### src/rtl/cpu_pkg.sv
// Shared CPU definitions: datapath width, reset vector, NOP encoding,
// RV32 major opcodes and the fetch-stage state type.
package cpu_pkg;

    localparam int          XLEN      = 32;
    localparam logic [31:0] RESET_PC  = 32'h0000_0000;
    localparam logic [31:0] NOP_INSTR = 32'h0000_0013;

    localparam logic [6:0] OP_LUI    = 7'h37;
    localparam logic [6:0] OP_AUIPC  = 7'h17;
    localparam logic [6:0] OP_JAL    = 7'h6F;
    localparam logic [6:0] OP_JALR   = 7'h67;
    localparam logic [6:0] OP_BRANCH = 7'h63;
    localparam logic [6:0] OP_LOAD   = 7'h03;
    localparam logic [6:0] OP_STORE  = 7'h23;
    localparam logic [6:0] OP_IMM    = 7'h13;
    localparam logic [6:0] OP_REG    = 7'h33;

    typedef enum logic [1:0] {
        RST_IDLE,
        FETCH,
        HOLD
    } fetch_state_t;

endpackage

### src/rtl/if_stage_if.sv
// Instruction-memory fetch bus: request/address out, same-cycle ready/data back.
interface if_stage_if #(
    parameter int XLEN = 32
) ();
    logic            imem_req;
    logic [XLEN-1:0] imem_addr;
    logic            imem_ready;
    logic [31:0]     imem_rdata;

    modport master (
        output imem_req,
        output imem_addr,
        input  imem_ready,
        input  imem_rdata
    );

    modport slave (
        input  imem_req,
        input  imem_addr,
        output imem_ready,
        output imem_rdata
    );
endinterface

### src/rtl/if_stage_instr_fields.sv
// Combinational split of the held instruction into the fields used by control.
module instr_fields #(
    parameter int OPLEN = 7
) (
    input  logic [31:0]      instr,
    output logic [OPLEN-1:0] op,
    output logic [2:0]       funct3,
    output logic [6:0]       funct7,
    output logic [4:0]       rd,
    output logic [4:0]       rs1,
    output logic [4:0]       rs2
);
    assign op     = instr[OPLEN-1:0];
    assign rd     = instr[11:7];
    assign funct3 = instr[14:12];
    assign rs1    = instr[19:15];
    assign rs2    = instr[24:20];
    assign funct7 = instr[31:25];
endmodule

### src/rtl/if_stage.sv
// Instruction fetch stage: one outstanding fetch, single-entry hold register
// towards decode, redirect handling with drop of in-flight responses.
module if_stage #(
    parameter int              XLEN     = cpu_pkg::XLEN,
    parameter logic [XLEN-1:0] RESET_PC = XLEN'(cpu_pkg::RESET_PC),
    parameter int              OPLEN    = 7
) (
    input  logic             clk,
    input  logic             rst_n,
    if_stage_if.master       imem,
    input  logic             redirect,
    input  logic [XLEN-1:0]  redirect_pc,
    input  logic             id_ready,
    output logic             id_valid,
    output logic [31:0]      id_instr,
    output logic [XLEN-1:0]  id_pc,
    output logic [OPLEN-1:0] op,
    output logic [2:0]       funct3,
    output logic [6:0]       funct7,
    output logic [4:0]       rd,
    output logic [4:0]       rs1,
    output logic [4:0]       rs2
);
    import cpu_pkg::*;

    fetch_state_t    state, state_n;
    logic [XLEN-1:0] pc, pc_n;
    logic [XLEN-1:0] pend_pc, pend_pc_n;
    logic            discard, discard_n;
    logic            id_valid_n;
    logic [31:0]     id_instr_n;
    logic [XLEN-1:0] id_pc_n;
    logic [XLEN-1:0] redirect_tgt;
    logic            unused_redirect_lsbs;

    assign redirect_tgt         = {redirect_pc[XLEN-1:2], 2'b00};
    assign unused_redirect_lsbs = ^redirect_pc[1:0];

    // pc only moves on response or in HOLD, so the address stays put while a request waits
    assign imem.imem_req  = (state == FETCH);
    assign imem.imem_addr = pc;

    always_ff @(posedge clk or negedge rst_n) begin
        if (!rst_n) begin
            state    <= RST_IDLE;
            pc       <= RESET_PC;
            pend_pc  <= RESET_PC;
            discard  <= 1'b0;
            id_valid <= 1'b0;
            id_instr <= NOP_INSTR;
            id_pc    <= RESET_PC;
        end else begin
            state    <= state_n;
            pc       <= pc_n;
            pend_pc  <= pend_pc_n;
            discard  <= discard_n;
            id_valid <= id_valid_n;
            id_instr <= id_instr_n;
            id_pc    <= id_pc_n;
        end
    end

    always_comb begin
        state_n    = state;
        pc_n       = pc;
        pend_pc_n  = pend_pc;
        discard_n  = discard;
        id_valid_n = id_valid;
        id_instr_n = id_instr;
        id_pc_n    = id_pc;
        case (state)
            RST_IDLE: begin
                state_n = FETCH;
                pc_n    = RESET_PC;
            end
            FETCH: begin
                if (imem.imem_ready) begin
                    if (discard || redirect) begin
                        // a redirect arriving with the response supersedes any older pending target
                        pc_n      = redirect ? redirect_tgt : pend_pc;
                        discard_n = 1'b0;
                    end else begin
                        id_instr_n = imem.imem_rdata;
                        id_pc_n    = pc;
                        id_valid_n = 1'b1;
                        pc_n       = pc + XLEN'(4);
                        state_n    = HOLD;
                    end
                end else if (redirect) begin
                    pend_pc_n = redirect_tgt;
                    discard_n = 1'b1;
                end
            end
            HOLD: begin
                if (redirect) begin
                    id_valid_n = 1'b0;
                    pc_n       = redirect_tgt;
                    state_n    = FETCH;
                end else if (id_ready) begin
                    id_valid_n = 1'b0;
                    state_n    = FETCH;
                end
            end
            default: state_n = RST_IDLE;
        endcase
    end

    instr_fields #(
        .OPLEN(OPLEN)
    ) u_fields (
        .instr (id_instr),
        .op    (op),
        .funct3(funct3),
        .funct7(funct7),
        .rd    (rd),
        .rs1   (rs1),
        .rs2   (rs2)
    );
endmodule
### src/flat_wrapper.sv
// flat-port wrapper written by rule: the top's interface ports become plain ports
module if_stage_flat import cpu_pkg::*;
#(
    parameter int              XLEN     = cpu_pkg::XLEN,
    parameter logic [XLEN-1:0] RESET_PC = XLEN'(cpu_pkg::RESET_PC),
    parameter int              OPLEN    = 7
)
  (clk, rst_n, redirect, redirect_pc, id_ready, id_valid, id_instr, id_pc, op, funct3, funct7, rd, rs1, rs2, imem_imem_req, imem_imem_addr, imem_imem_ready, imem_imem_rdata);
  if_stage_if #(.XLEN(XLEN)) imem_i ();
  input  logic clk;
  input  logic rst_n;
  input  logic redirect;
  input  logic [XLEN-1:0] redirect_pc;
  input  logic id_ready;
  output logic id_valid;
  output logic [31:0] id_instr;
  output logic [XLEN-1:0] id_pc;
  output logic [OPLEN-1:0] op;
  output logic [2:0] funct3;
  output logic [6:0] funct7;
  output logic [4:0] rd;
  output logic [4:0] rs1;
  output logic [4:0] rs2;
  output wire logic [$bits(imem_i.imem_req)-1:0] imem_imem_req;
  output wire logic [$bits(imem_i.imem_addr)-1:0] imem_imem_addr;
  input wire logic [$bits(imem_i.imem_ready)-1:0] imem_imem_ready;
  input wire logic [$bits(imem_i.imem_rdata)-1:0] imem_imem_rdata;
  assign imem_imem_req = imem_i.imem_req;
  assign imem_imem_addr = imem_i.imem_addr;
  assign imem_i.imem_ready = imem_imem_ready;
  assign imem_i.imem_rdata = imem_imem_rdata;
  if_stage #(.XLEN(XLEN), .RESET_PC(RESET_PC), .OPLEN(OPLEN)) u_core (.clk(clk), .rst_n(rst_n), .imem(imem_i), .redirect(redirect), .redirect_pc(redirect_pc), .id_ready(id_ready), .id_valid(id_valid), .id_instr(id_instr), .id_pc(id_pc), .op(op), .funct3(funct3), .funct7(funct7), .rd(rd), .rs1(rs1), .rs2(rs2));
endmodule
### config.mk
export PLATFORM = sky130hd
export DESIGN_NAME = if_stage_flat
export DESIGN_NICKNAME = d
export VERILOG_FILES = /design/src/rtl/cpu_pkg.sv /design/src/rtl/if_stage_if.sv /design/src/rtl/if_stage_instr_fields.sv /design/src/rtl/if_stage.sv /design/src/flat_wrapper.sv
export SDC_FILE = /design/constraint.sdc
export NUM_CORES = 1
export LEC_CHECK = 0
export BUFFER_PORTS_ARGS = -buffer_cell sky130_fd_sc_hd__buf_2
export CAP_MARGIN = 20
export CORE_UTILIZATION = 52
export DETAILED_ROUTE_END_ITERATION = 12
export PLACE_DENSITY = 0.81
export SKIP_CTS_REPAIR_TIMING = 1
export SLEW_MARGIN = 20
export SYNTH_ARGS = -nofsm -noshare
export SYNTH_HDL_FRONTEND = slang
export SYNTH_SLANG_ARGS = --single-unit
### constraint.sdc
create_clock -name clk -period 2.75 [get_ports clk]
set_input_delay 0.6875 -clock clk [delete_from_list [all_inputs] [get_ports clk]]
set_output_delay 0.6875 -clock clk [all_outputs]
set_load 0.02 [all_outputs]
# Word level (Yosys, flattened, before mapping)
# Index checks and enable logic that the tools add are counted.
classes:
  mux: 18
  reduce_logical: 11
  n_eq_ne: 7
  n_addsub: 1
  bitwise_logic: 2
ops:
  columns: ["operator", "count"]
  rows:
  - ["$mux W32", 4]
  - ["$pmux W32 S3", 1]
  - ["$add A32 B3 Y32 const B", 1]
  - ["$reduce_and A3 Y1", 4]
  - ["$mux W2", 4]
  - ["$mux W1", 7]
  - ["$pmux W2 S3", 1]
  - ["$ne A2 B1 Y1 const B", 2]
  - ["$ne A2 B2 Y1 const B", 2]
  - ["$reduce_and A4 Y1", 1]
  - ["$reduce_bool A2 Y1", 2]
  - ["$ne A3 B3 Y1 const B", 1]
  - ["$reduce_bool A3 Y1", 1]
  - ["$eq A2 B1 Y1 const B", 1]
  - ["$eq A2 B2 Y1 const B", 1]
  - ["$logic_not A2 Y1", 1]
  - ["$not A1 Y1", 2]
  - ["$pmux W1 S2", 1]
  - ["$reduce_and A2 Y1", 1]
  - ["$logic_or A1 B1 Y1", 1]
word_totals:
  ff_bits: 132
  output_inout_bits: 130
  elab_cells: 46

# Depth between registers and ports, before layout
# Gate-level depths: netlist of the first run.
logic_depth:
  ltp_word: 4
  mapped_depth: 9
  ltp_nobuf: 7

# Cells and area by module
# A second synthesis of the first run with hierarchy kept.
unflattened:
  hier_cells: 536
  area_unflattened_um2: 6383.6
by_module_without_submodules:
  columns: ["mod", "cells_per_inst", "area_per_inst_um2", "seq_area_each_um2", "instances"]
  rows:
  - ["if_stage", 504, 6143.4, 3306.9, 1]
  - ["instr_fields", 32, 240.2, 0.0, 1]

# Least setup slack after synthesis of the first run
# No wires, ideal clock.
synth_path:
  path_kind: "reg2reg"
  startpoint: "register u_core.state[1]"
  endpoint: "register u_core.id_instr[24]"
  required_ns: 2.625
  arrival_ns: 2.021
  period_less_slack_ns: 2.146
  slack_ns: 0.604
  n_path_buf: 2
  stages_incl_launch_ff: 8
  setup_time_ns: 0.125
  cell_sequence: "dfrtp_1 > inv_1 > ha_1 > nor3b_1 > and2_1 > buf_2 > buf_2 > mux2_2"
synth_between:
  elab_chain_len: 2
synth_rtl:
  columns: ["item", "line", "source"]
  rows:
  - ["start: declaration", "if_stage.sv:26", "fetch_state_t state, state_n;"]
  - ["start signal: assignment", "if_stage.sv:53", "state <= state_n;"]
  - ["$eq A2 B1 Y1", null, null]
  - ["via imem_imem_req", "flat_wrapper.sv:24", "output wire logic [$bits(imem_i.imem_req)-1:0] imem_imem_req;"]
  - ["$reduce_and A3 Y1 (no source line)", null, null]
  - ["end signal: assignment", "if_stage.sv:58", "id_instr <= id_instr_n;"]
  - ["end: declaration", "if_stage.sv:15", "output logic [31:0] id_instr,"]
# The timed path passes the listed nets, and every way through them passes these cells.
# A chain may end at the register's enable or synchronous reset.

# Worst setup path after layout of the first run
layout_path:
  startpoint: "register u_core.state[1]"
  endpoint: "register u_core.id_instr[31]"
layout_between:
  elab_chain_len: 2
layout_rtl:
  columns: ["item", "line", "source"]
  rows:
  - ["$eq A2 B1 Y1", "if_stage.sv:71", "case (state)"]
  - ["$reduce_and A3 Y1 (no source line)", null, null]
# No other way between the ends.

==> metrics, run 1 <==
max-slew violations=0; Rel. slew slack=between 50 and 60%; fin util=between 60 and 70%; Commonest cells post-synth=129 x dfrtp_1, 94 x mux2_2, 40 x o21ai_0, 34 x buf_4, 28 x nand2_1; Yosys cell types=56; synth-to-layout area growth=23.59%; Initial Util=between 50% and 60%; first-pass GRT wire length=25,190 µm; design area=between 7000 and 8000 µm²; CTS Buf Count=17; initial antenna violation count=0; Non-Filler Instances=871; worst reg-to-reg path cell count=6; number of flops mapped to enable cells by yosys=0; Gate Count Post-Synth=around 540; Root Buffer=clkbuf_16; # H-tree levels=4; #FFs+latches synth=between 100 and 150; area leader, netlist=dfrtp_1; Routed wire per std cell=approximately 18 µm; fin crit share=approximately nine tenths; Yosys Warn Count=0; most frequent cell after synthesis=dfrtp_1; largest net degree at the start of global routing=58; Die Area=12,700 µm²; RSZ-0062 raised after global routing=false; Reg clk slew, reported paths=around 0.06 ns; Max Freq=412.5 MHz; CTS tree=yes; DR vias=5,162; Post-DP Area=7317 µm²; post-layout net count=between 700 and 800; Core Footprint=roughly 12,000 µm²; Via density=approximately 5.9; Mapped Nets=~620; top cells by area, synth=dfrtp_1 51%, mux2_2 17%, buf_4 4.0%; Max-cap violations=0; Worst Skew=~0.0081 ns; Worst Tran Pin Value=0.6110 ns; Post-DP HPWL=around 11,000 µm; GRT Util Overall=between 20% and 30%; final antenna diode count=0; Inst Count DP=between 800 and 900; post-route minimum period=~2.4 ns; R2R setup slack=0.33 ns; Port Buffers=between 150 and 200; final hold violations=0; Synth async-reset ratio=100.0%; Die Width=roughly 110 µm; WP data arrival=roughly 2.7 ns; Final Setup Violations=0; Die Y=about 110 µm; First-pass DRT Iterations=5; IR Drop Worst-Case VDD=around 0.0008 V; io pins=between 150 and 200; Seq/Total Area, Yosys=between 50 and 60%; Total Routed Length=15,790 µm; Worst setup EP type=register; CTS sink cnt=between 100 and 150; mapped cell area=about 6400 µm²; Row Count=40; r2r startpoint=u_core.state[1]$_DFFE_PN0P_; Worst-Skew Late Latency=0.42 ns; worst-path maximum fanout=44; Mean Syn Cell Area=between 10 and 15 µm²; Setup TNS Final=0 ns; vias in the first global route=between 4,000 and 5,000; HP Class=in2async; layout cells sized above 1=approximately half; LEAKAGE=about 0.0038 µW; ys flop type=dfrtp_1; Startpoint Class=register; Req. time, crit path=~3.0 ns; GRT overflow=0; Power Density=1248 nW/µm²; Remaining DRCs=0; reg2reg end=u_core.id_instr[31]$_DFFE_PN0P_; status=completed; Setup CP Type=reg2reg; Post-DRT Antenna Nets=0; DR iter-0 viols=~370; routability cong.=0.8751; CTS Buffer Depth=2; top cell type's share of synthesized area=about half; Fin Hold WS=roughly 0.19 ns
==> state kept, by name, summed over array words and instances (netlist names) <==
| register | count |
|---|---|
| u_core.id_instr | 32 |
| u_core.id_pc | 32 |
| u_core.imem.imem_addr | 32 |
| u_core.pend_pc | 32 |
| u_core.state | 2 |
| u_core.discard | 1 |
| u_core.id_valid | 1 |
==> metrics by stage <==
stage          setup WS, ns  total power [µW]
2_1_floorplan        0.6045              6455
3_3_place_gp         0.4185              7561
3_5_place_dp         0.3517              7719
4_1_cts              0.3365              9867
5_1_grt              0.1374             10360
6_report             0.3260              9825
==> cell families after synthesis <==
family	synth area share (%)
multiplexers	16.77
AO/OA/AOI/OAI	13.38
buffers and inverters	6.659
adder cells (fa/ha/maj)	0.9821
flip-flops	51.92
AND/OR/NAND/NOR	10.29
==> cell type report <==
class                   count  area [µm²]
repair buffers            214        1147
clock inverters             5       52.55
clock buffers              27       503.0
well taps                 147       183.9
multi-input cells         336        2641
flip-flops and latches    132        3307
fillers                   928        4089
inverters                  10       37.54
==> cell usage in the layout, fill, tap and decap left out, drive strengths merged, types with 7 or more instances in the layout <==
master / instances
buf: 214
clkbuf: 27
a221oi: 8
inv: 10
nand2: 28
a22o: 16
nand3: 10
nor3: 13
dfrtp: 129
and4: 7
a21oi: 7
a31oi: 9
nand4: 14
mux2: 94
nor2: 16
o21ai: 40
a22oi: 12
==> power by group <==
group / total [µW] / switching, µW / internal (µW)
registers: 3550 / 737 / 2810
clock network: 2120 / 788 / 1330
logic: 4150 / 2500 / 1650
total: 9830 / 4020 / 5800
==> critical path, stage by stage, from the launching register on <==
cell and delay, ns:
dfrtp_1 0.42, inv_1 0.10, ha_1 0.35, nor3b_1 0.39
and2_4 0.36, buf_12 0.26, mux2_2 0.37
==> worst max path at each step <==
stage / slack (ns) / cells after the start / end / from
after global routing: 0.14 / 8 / u_core.imem.imem_addr[7]$_DFFE_PN0P_ / u_core.state[1]$_DFFE_PN0P_
after floorplan: 0.60 / 7 / u_core.id_instr[24]$_DFFE_PN0P_ / u_core.state[1]$_DFFE_PN0P_
after detailed placement: 0.35 / 6 / u_core.id_instr[12]$_DFFE_PN0P_ / u_core.state[1]$_DFFE_PN0P_
final: 0.33 / 6 / u_core.id_instr[31]$_DFFE_PN0P_ / u_core.state[1]$_DFFE_PN0P_
after global placement: 0.42 / 5 / u_core.id_instr[20]$_DFFE_PN0P_ / redirect
after CTS: 0.34 / 6 / u_core.id_instr[31]$_DFFE_PN0P_ / u_core.state[1]$_DFFE_PN0P_
==> layer usage <==
| metal | vias up | GRT usage (%) | routed length, µm |
|---|---|---|---|
| met2 | 264 | 43.05 | 7895 |
| met3 | 22 | 5.562 | 1097 |
| met5 | - | 0 | 0 |
| met1 | 2544 | 33.01 | 6576 |
| met4 | 0 | 9.422 | 216 |
| li1 | 2332 | - | - |
Power figures use the tool's default switching activity.
==> inputs of run 2 (changes only) <==
- ABC_AREA: unset -> 1
- CORE_UTILIZATION: 52 -> 53
- SLEW_MARGIN: 20 -> unset
==> run 2 against run 1 <==
Via count up 28%. Routed wire length grew 19%. Cell area grew 7.8%. Critical path depth shrank 3. First-iteration DRC count is 21% higher. Sequential cell count did not move. Count of clock-buffer cells in the layout shrank 9. Worst setup slack better by 0.32 ns. Register-to-register slack better by 0.35 ns. Largest cell class unchanged. Core utilization rose by 0.91 points. Die area grew 7.5%.
==> metrics, run 2 <==
CTS Buffer Depth=2; Die Area=between 10,000 and 15,000 µm²; ys flop type=dfrtp_1; Mapped Nets=between 1,000 and 1,500; final hold violations=0; First-pass DRT Iterations=5; worst-path maximum fanout=5; routability cong.=about 0.95; Synth Area in Simple Gates=27.98%; layout cells sized above 1=23.90%; Yosys Warn Count=0; Reg clk slew, reported paths=~0.06 ns; most frequent cell after synthesis=nand2_1; Commonest cells post-synth=405 x nand2_1, 129 x dfrtp_1, 75 x o21ai_0, 71 x inv_1, 50 x nor2_1; Seq/Total Area, Yosys=between 40% and 50%; CTS tree=yes; DR iter-0 viols=between 400 and 500; Max Freq=about 470 MHz; GRT Util Overall=between 20% and 30%; status=completed; fin crit share=approximately three quarters; LEAKAGE=roughly 0.0046 µW; first-pass GRT wire length=~30,000 µm; Die Y=116.8 µm; Net Sw Power=between 4000 and 5000 µW; GRT overflow=0; vias in the first global route=between 5,000 and 6,000; Routed wire per std cell=14.64 µm; RSZ-0062 raised after global routing=false; WP data arrival=about 1.4 ns; Via density=approximately 5.2; number of flops mapped to enable cells by yosys=0; worst reg-to-reg path cell count=9; Gate Count Post-Synth=940; setup slack after layout=about 0.64 ns; Power Density=around 1200 nW/µm²; largest family of logic cells by synthesized area=simple AND/OR/NAND/NOR gates; post-layout net count=between 1,000 and 1,500; Worst setup EP type=output pin; pre-CTS setup slack=roughly 0.55 ns; most common cell after layout, fill and taps aside=nand2_1; Worst-Skew Late Latency=approximately 0.42 ns; R2R setup slack=roughly 0.68 ns; Worst Skew=around 0.0095 ns; Int Power=between 5000 and 6000 µW; M1 wire length=around 8100 µm; initial antenna violation count=0; Post-DRT Antenna Nets=0; Yosys cell types=33; CTS sink cnt=roughly 130; mapped cell area=approximately 7000 µm²; Root Buffer=clkbuf_16; Synth Area in XOR/XNOR=less than 1%; share of power burned in registers=between 30% and 40%; Die Width=about 120 µm; Req. time, crit path=around 2.1 ns; IR Drop Worst-Case VDD=between 0.0005 and 0.0006 V; Gate power share=roughly 42%; fin util=roughly 67%; HP Class=in2async; top cells by area, synth=dfrtp_1 46%, nand2_1 22%, o21ai_0 5.4%; DR vias=between 6,000 and 7,000; post-route minimum period=~2.1 ns; Post-DP HPWL=about 14,000 µm; #FFs+latches synth=around 130; Row Count=between 40 and 50; Worst Tran Pin Value=about 0.63 ns; most frequent cells in the layout=405 x nand2_1, 195 x buf_2, 129 x dfrtp_1, 75 x o21ai_0, 71 x inv_1; Total Routed Length=roughly 19,000 µm; top cell type's share of synthesized area=46.21%; Synth Area in Adders=0.8956%; met3 WL=1367 µm; met2 WL=approximately 9000 µm; CTS Buf Count=17; Port Buffers=around 200; highest metal used=met4; # H-tree levels=4; synth-to-layout area growth=21.53%; Synth Area in Compound Gates=between 10% and 20%; Max-cap violations=0; final antenna diode count=0; area leader, netlist=dfrtp_1; Mean Syn Cell Area=about 7.4 µm²; io pins=between 150 and 200; max-slew violations=0; Setup CP Type=reg2out; sw frac=roughly 45%; Remaining DRCs=0; Rel. slew slack=around 58%; Synth async-reset ratio=100.0%; largest net degree at the start of global routing=59; Final Setup Violations=0; Initial Util=54.91%; Core Footprint=approximately 13,000 µm²; Startpoint Class=register; post-synthesis mux area share=less than 1%; clock power share=23.3%; Setup TNS Final=0 ns
[run 2: changes by cell type in the layout (fill, tap and decap cells not counted), sizes merged, moves of 15 or more]
cell / change
mux2: -94
nand2: +382
inv: +71
a22o: -16
o21ai: +69
a22oi: +15
nor2: +42
[run 2: final timing paths]
kind,startpoint,end
worst max-delay path,u_core.state[1]$_DFFE_PN0P_,imem_imem_req
worst min-delay path,rst_n,u_core.pend_pc[30]$_DFFE_PN0P_
worst max register to register,u_core.state[1]$_DFFE_PN0P_,u_core.pend_pc[24]$_DFFE_PN0P_
worst min register to register,u_core.pend_pc[0]$_DFFE_PN0P_,u_core.pend_pc[0]$_DFFE_PN0P_
max in group asynchronous,rst_n,u_core.id_instr[20]$_DFFE_PN0P_
min in group clk,u_core.pend_pc[0]$_DFFE_PN0P_,u_core.pend_pc[0]$_DFFE_PN0P_
[run 2: critical path, stage by stage, from the launching register on]
cell,delay (ns)
dfrtp_1,0.40
inv_1,0.11
ha_1,0.29
buf_2,0.21
[run 2: per-stage QoR]
stage	hold WS, ns	std cells	cell area [µm²]	power [µW]
after global placement	0.4494	1249	7858	7806
after floorplan	0.3919	940	6985	6605
after detailed placement	0.4530	1249	7858	7907
after global routing	0.2568	1281	8489	11040
after CTS	0.2441	1281	8489	10360
final	0.2273	1281	8489	10330
[run 2: cell families (layout without fill, tap and decap cells)]
family	after synthesis	in the layout
and+or+nand+nor	495	495
AOI/OAI and AO/OA	150	150
buffers and inverters	150	319
DFF	132	132
adders and majority gates	5	5
xor gates and xnor gates	5	5
muxes	3	3
[run 2: per-layer routing]
| layer | GRT usage [%] | vias to the layer above |
|---|---|---|
| met5 | 0 | - |
| met4 | 11.98 | 0 |
| met3 | 5.664 | 39 |
| met2 | 47.38 | 290 |
| met1 | 36.77 | 3044 |
| li1 | - | 3245 |
[run 2: power groups by stage]
stage	combinational, µW	sequential, µW	clock [µW]
floorplan	2430	4170	0
global placement	4290	3510	0
detailed placement	4360	3550	0
CTS	4390	3530	2440
global route	4850	3660	2530
finish	4380	3540	2410
[run 2: area by class of cell]
class                           instances  area, µm²
Clock buffer                           18      429.2
Clock inverter                         14      202.7
Fill cell                            1095       4233
Inverter                               79      297.8
Multi-Input combinational cell        658       2923
Sequential cell                       132       3307
Tap cell                              172      215.2
Timing Repair Buffer                  208       1115
